## src/rtl/hazard_ctrl.sv

```systemverilog
// Pipeline sequencing controller: load-use, branch-operand and HI/LO busy interlocks,
// taken-branch squash of F/D, and a saturating stall-cycle counter.
module hazard_ctrl #(
    parameter int MD_LAT     = 4,
    parameter bit DELAY_SLOT = 1'b0,
    parameter int CNT_W      = 16
) (
    input  logic             clock,
    input  logic             reset,
    input  logic [4:0]       d_rs,
    input  logic [4:0]       d_rt,
    input  logic             d_use_rs,
    input  logic             d_use_rt,
    input  logic             d_is_branch,
    input  logic             br_taken,
    input  logic             d_is_muldiv,
    input  logic             d_rd_hilo,
    input  logic             e_regwrite,
    input  logic             e_memread,
    input  logic [4:0]       e_wreg,
    input  logic             m_memread,
    input  logic [4:0]       m_wreg,
    output logic             pc_en,
    output logic             fd_en,
    output logic             fd_flush,
    output logic             de_flush,
    output logic             md_busy,
    output logic [CNT_W-1:0] stall_cnt,
    output logic             dbg_md_state
);

    localparam int MW = (MD_LAT > 1) ? $clog2(MD_LAT) : 1;
    localparam logic [MW-1:0] MD_LOAD = MW'(MD_LAT - 1);

    typedef enum logic {MD_IDLE = 1'b0, MD_BUSY = 1'b1} md_state_t;

    md_state_t     state, state_nx;
    logic [MW-1:0] cnt, cnt_nx;

    logic match_e, match_m;
    logic load_use, br_haz, md_haz, stall;

    // Register 0 is hardwired to zero, so it never creates a dependency.
    always_comb begin
        match_e = (e_wreg != 5'd0) &&
                  ((d_use_rs && d_rs == e_wreg) || (d_use_rt && d_rt == e_wreg));
        match_m = (m_wreg != 5'd0) &&
                  ((d_use_rs && d_rs == m_wreg) || (d_use_rt && d_rt == m_wreg));
    end

    assign load_use = e_memread && e_regwrite && match_e;
    assign br_haz   = d_is_branch && ((e_regwrite && match_e) || (m_memread && match_m));
    assign md_haz   = md_busy && (d_is_muldiv || d_rd_hilo);
    assign stall    = load_use | br_haz | md_haz;

    always_ff @(posedge clock or negedge reset) begin
        if (!reset) begin
            state <= MD_IDLE;
            cnt   <= '0;
        end else begin
            state <= state_nx;
            cnt   <= cnt_nx;
        end
    end

    always_comb begin
        state_nx = state;
        cnt_nx   = cnt;
        case (state)
            MD_IDLE: begin
                if (d_is_muldiv && !stall) begin
                    state_nx = MD_BUSY;
                    cnt_nx   = MD_LOAD;
                end
            end
            MD_BUSY: begin
                if (cnt == '0) begin
                    state_nx = MD_IDLE;
                end else begin
                    cnt_nx = cnt - 1'b1;
                end
            end
            default: begin
                state_nx = MD_IDLE;
                cnt_nx   = '0;
            end
        endcase
    end

    assign md_busy      = (state == MD_BUSY);
    assign dbg_md_state = (state == MD_BUSY);

    // Stall wins over flush: a held branch must not squash its own successor.
    always_comb begin
        pc_en    = 1'b0;
        fd_en    = 1'b0;
        fd_flush = 1'b0;
        de_flush = 1'b1;
        if (reset && !stall) begin
            pc_en    = 1'b1;
            fd_en    = 1'b1;
            de_flush = 1'b0;
            fd_flush = br_taken && d_is_branch && !DELAY_SLOT;
        end
    end

    always_ff @(posedge clock or negedge reset) begin
        if (!reset) begin
            stall_cnt <= '0;
        end else if (stall && (stall_cnt != {CNT_W{1'b1}})) begin
            stall_cnt <= stall_cnt + 1'b1;
        end
    end

endmodule

```

## config.mk

```make
export PLATFORM = sky130hd
export DESIGN_NAME = hazard_ctrl
export DESIGN_NICKNAME = d
export VERILOG_FILES = /design/src/rtl/hazard_ctrl.sv
export SDC_FILE = /design/constraint.sdc
export NUM_CORES = 1
export LEC_CHECK = 0
export CORE_MARGIN = 1.5
export CORE_UTILIZATION = 42
export CTS_BUF_LIST = sky130_fd_sc_hd__clkbuf_8 sky130_fd_sc_hd__clkbuf_16
export DETAILED_ROUTE_END_ITERATION = 8
export MAX_ROUTING_LAYER = met4
export PLACE_DENSITY = 0.79
export SLEW_MARGIN = 5
export SYNTH_ARGS = -nofsm -noshare
export SYNTH_HDL_FRONTEND = slang
export SYNTH_SLANG_ARGS = --single-unit
```

## constraint.sdc

```tcl
create_clock -name clock -period 2.5 [get_ports clock]
set_clock_uncertainty 0.2 [all_clocks]
set_input_delay 0.375 -clock clock [delete_from_list [all_inputs] [get_ports clock]]
set_output_delay 0.375 -clock clock [all_outputs]
set_load 0.05 [all_outputs]
```

## After elaboration in Yosys (flattened, before gate mapping)

Cells that the tools add are included.

| operators by class | value |
|---|---|
| add/sub/neg operators | 2 |
| $mul | 0 |
| div/mod/pow operators | 0 |
| order comparisons | 0 |
| equality and inequality tests | 7 |
| shift operators | 0 |
| multiplexer cells | 9 |
| bitwise gates (word level) | 3 |
| reduce and logical (&&, ||, !) cells | 25 |

Operator list:

| cell | number |
|---|---|
| 5-bit equality test | 4 |
| 16-bit by 1-bit adder with 16-bit output (second input constant) | 1 |
| 1-bit logical AND | 16 |
| 16-bit inequality test (second input constant) | 1 |
| 5-bit nonzero test | 2 |
| 1-bit two-way mux | 5 |
| 1-bit logical OR | 4 |
| 2-bit two-way mux | 2 |
| 2-bit inequality test (second input constant) | 2 |
| 2-bit one-hot mux with 2 select lines | 1 |
| 2-bit logical NOT | 1 |
| 1-bit bitwise OR | 2 |
| 1-bit one-hot mux with 2 select lines | 1 |
| 2-bit AND reduction | 1 |
| 2-bit by 1-bit subtractor with 2-bit output (second input constant) | 1 |
| 1-bit logical NOT | 1 |
| 1-bit inverter | 1 |

| storage, ports and cells | value |
|---|---|
| register bits after elaboration | 19 |
| bits in latches | 0 |
| bits in writable memories | 0 |
| bits in read-only memories | 0 |
| bits of input ports | 31 |
| output and inout bits | 22 |
| logic and storage cells | 49 |
| memories | 0 |

## Longest topological paths before layout

| depth | value |
|---|---|
| word-level depth | 13 |
| gate-level depth with buffers | 8 |
| depth with buffers taken out | 7 |

## Least setup slack after synthesis

No wires, ideal clock.

| path | value |
|---|---|
| path kind | input to output |
| start | input m_wreg[1] |
| end | output pc_en |
| arrival time | 2361 ps |
| data required time | 1925 ps |
| setup slack | -436 ps |
| cell stages on the path | 6 |
| path buffers | 1 |
| path through | or4_1 -> o2111ai_2 -> a21oi_1 -> or2_2 -> inv_1 -> buf_4 |

| on the way | value |
|---|---|
| cells in the longest elaborated chain, start to end | 12 |
| elaborated cells between the ends (all ways) | 15 |
| those cells by class | 2 x eq/ne; 1 x mux; 2 x bitwise; 10 x reduce/logical |

Ends and longest elaborated chain:

| what | RTL line | RTL |
|---|---|---|
| from (decl) | 22 | `input logic [4:0] m_wreg,` |
| 5-bit equality test | 48 | `((d_use_rs && d_rs == m_wreg) \|\| (d_use_rt && d_rt == m_wreg));` |
| 1-bit logical AND | 48 |  |
| 1-bit logical OR | 48 |  |
| 1-bit logical AND (*) | 47 | `match_m = (m_wreg != 5'd0) &&` |
| 1-bit logical AND (*) | 52 | `assign br_haz = d_is_branch && ((e_regwrite && match_e) \|\| (m_memread && match_m));` |
| 1-bit logical OR (*) | 52 |  |
| 1-bit logical AND (*) | 52 |  |
| 1-bit bitwise OR (*) (2 in series) | 54 | `assign stall = load_use \| br_haz \| md_haz;` |
| 1-bit logical NOT (*) | 99 | `if (reset && !stall) begin` |
| 1-bit logical AND (*) | 99 |  |
| 1-bit two-way mux (*) | - |  |
| to (decl) | 23 | `output logic pc_en,` |

Every way passes the cells marked *; elsewhere a longest branch is shown, timed or not.

## Worst setup path after layout

| path | value |
|---|---|
| start | input m_wreg[1] |
| end | output de_flush |

| on the way | value |
|---|---|
| cells in the longest elaborated chain, start to end | 12 |
| elaborated cells between the ends (all ways) | 15 |
| those cells by class | 2 x eq/ne; 1 x mux; 2 x bitwise; 10 x reduce/logical |

Ends and longest elaborated chain:

| what | RTL line | RTL |
|---|---|---|
| 5-bit equality test | 48 |  |
| 1-bit logical AND | 48 |  |
| 1-bit logical OR | 48 |  |
| 1-bit logical AND (*) | 47 |  |
| 1-bit logical AND (*) | 52 |  |
| 1-bit logical OR (*) | 52 |  |
| 1-bit logical AND (*) | 52 |  |
| 1-bit bitwise OR (*) (2 in series) | 54 |  |
| 1-bit logical NOT (*) | 99 |  |
| 1-bit logical AND (*) | 99 |  |
| 1-bit two-way mux (*) | 99 |  |
| to (decl) | 26 | `output logic de_flush,` |

Marked as above.

==> results.yml <==
setup_path:
  path_max_fanout: 3
  cp.required_ns: 1.92
  r2r_cells: 8
  cp-end-kind: "output pin"
  cp_num_cells: 7
  startpoint: "m_wreg[1]"
  crit_slowest_cell: "or4_4"
  cp.arrival_ns: 1.88
  cp-endpoint: "de_flush"
  crit_family: "simple AND/OR/NAND/NOR gates"
  worst_r2r_endpoint: "stall_cnt[3]"
  crit_buf_inv: 3
  crit_type: "input port to output pin"
  path_cells: "buf_6, or4_4, o2111ai_4, a21oi_2, or2_4, buf_6, buf_12"
  startpoint_type: "input port"
  r2r-start: "stall_cnt[0]"
  rrSetupSlack_ns: 0.37
  worst_path_most_repeated_cell: "buf_6"
  cpPeakStageDelay_ns: 0.54
final_layout:
  antennaDiodeCount: 0
  drive_gt1_frac: 0.358
  final_core_util: 0.756
  nets: 227
  instances_no_fill: 224
  nFillCells: 199
  seqCellArea_um2: 475
  syn2layout_area_growth_pct: 68.6
  multi_input_area_um2: 871
synth:
  post-synth-top-count-cell: "xnor2_1"
  yosys-top-cells-count: "xnor2_1 (34), dfrtp_1 (19), nand2_1 (11)"
  syn_avg_cell_area_um2: 9.90
  ys_ff_latch: 19
  ys_warn_count: 0
  yosysSeqAreaShare: 0.381
  synth_cell_type_count: 31
  synthArstFlopShare: 1.00
  synth_edf_count: 0
  synth_top_area_frac: 0.381
  netlist_area_um2: 1250
  yosysTopAreaCell: "dfrtp_1"
  syn_nets: 159
  synth_area_leaders: "dfrtp_1 (38%), xnor2_1 (24%), nand4_1 (4.0%)"
  syn_inst: 126
  ys.flop_type: "dfrtp_1"
flow_run:
  drv_cap: 0
sta:
  rsz0062_at_grt: "true"
  max_slew.worst_pin.slew_ns: 0.504
  min_period_ns: 2.45
  finalSetupViolations: 0
  hold_viol: 0
  fmax_ghz: 0.408
  post-route-period-util: 0.981
  slew_headroom: 0.663
  drv_slew: 0
die:
  die_h_um: 57.5
  fp.coreArea_um2: 2780
  dieArea_um2: 3310
  boundaryPins: 53
  row_count: 19
  die_w_um: 57.5
  start_util: 0.448
power:
  ir_worst_vdd_mv: 0.863
  p_sw_uw: 725
  p_comb_frac: 0.569
  power.clock.fraction: 0.132
  leakagePower_nw: 0.912
  power.internal_uw: 919
  seqPwrFrac: 0.300
  switching_share: 0.441
  power_mw: 1.64
  p_per_area_nw_per_um2: 781
place:
  dp.cells: 216
  port_buffers: 52
  dp_hpwl_um: 2500
  gp_congestion: 0.875
clock_tree:
  cts.path.max_buffers: 2
  cts_sinks: 19
  clk_latency_ns: 0.26
  root_buffer: "clkbuf_8"
  htreeDepth: 1
  clk_pin_slew_ns: 0.08
  cts_tree: "yes"
  holdBufCountCts: 0
  numCtsBuffers: 3
routing:
  drtIter0Drc: 48
  wirelength_um: 3400
  drc: 0
  wire_per_inst_um: 15.2
  routed_via_density: 5.33
  ant_nets: 0
  drtPass1Iterations: 4
  via_count: 1193
hold_path:
  min_path_type: "register to register"
grt:
  grt_overflow: 0
  grt_util_all_layers: 0.217
  grt_pass1_wl_um: 5480
  grt_max_degree: 20
  grt_pass1_vias: 1200
  antenna_found_initial: 0
status:
  status: "finished, final reports clean"
-- power by group through the flow --
stage / clock network (mW) / logic, mW / registers [mW]
after floorplan: 0 / 0.359 / 0.699
after global placement: 0 / 0.877 / 0.489
after detailed placement: 0 / 0.900 / 0.498
after CTS: 0.219 / 0.899 / 0.493
after global routing: 0.236 / 0.993 / 0.508
final: 0.217 / 0.934 / 0.492
-- metrics by stage --
step	hold WS, ns	cell area, um^2	TNS (ns)	setup WS, ns
floorplan	-0.121	1280	-0.108	-0.0957
global placement	0.283	1940	-5.78	-0.377
detailed placement	0.286	1940	-6.41	-0.406
CTS	0.301	1960	0	0.000235
global route	0.327	2100	-0.120	-0.0587
finish	0.295	2100	0	0.0463
-- registers in the layout, summed over array words and instances (netlist names) --
| signal | flops |
|---|---|
| stall_cnt | 16 |
| cnt | 2 |
| dbg_md_state | 1 |
-- routing by layer --
metal | vias up | routed length (um) | global-route usage
li1 | 572 | - | -
met1 | 563 | 1350 | 0.264
met2 | 50 | 1790 | 0.352
met3 | 8 | 179 | 0.0227
met4 | 0 | 80 | 0.113
met5 | - | 0 | -
-- repair_timing --
item                       4_1_cts  5_1_grt
setup buffers                    1        3
pin swaps                       23       24
gates resized for setup         72       45
setup endpoints to repair       18        3
-- cells by family after synthesis --
kind of cell	share of synthesized area
buf+inv	0.0361
flops	0.381
simple gates	0.213
mux	0.0171
compound gates	0.0742
fa+ha+maj	0.0201
xor+xnor	0.259
-- layout by cell type, fill, tap and decap left out, types with 2 or more instances in the layout --
cell	netlist	routed
nand4_1	8	8
clkdlybuf4s50_1	0	26
buf_6	1	8
nand3_1	9	9
o22ai_2	0	2
nand2_1	11	11
inv_1	5	4
clkbuf_2	0	3
and3_1	2	2
buf_12	0	5
xnor2_2	1	14
ha_1	2	2
xnor2_1	34	21
dlygate4sd2_1	0	2
a22oi_1	2	2
clkbuf_8	0	3
dfrtp_1	19	19
nor2_1	5	5
buf_4	2	14
buf_2	0	5
or4_4	0	2
nand2b_1	3	3
-- layout make-up --
class,instances,share of cell area
multi-input combinational,99,0.414
inverter,5,0.0107
sequential,19,0.226
tap,31,0.0184
clock inverter,1,0.00238
timing repair buffer,66,0.309
clock buffer,3,0.0196
-- how the worst min path moves through the flow --
stage	start	endpoint	depth (start not counted)	slack, ns
2_1_floorplan	reset	cnt[0]	0	-0.12
3_3_place_gp	stall_cnt[9]	stall_cnt[9]	1	0.28
3_5_place_dp	stall_cnt[14]	stall_cnt[14]	1	0.29
4_1_cts	stall_cnt[14]	stall_cnt[14]	1	0.30
5_1_grt	reset	stall_cnt[15]	2	0.33
6_report	stall_cnt[9]	stall_cnt[9]	1	0.29
(Power assumes the default switching activity.)
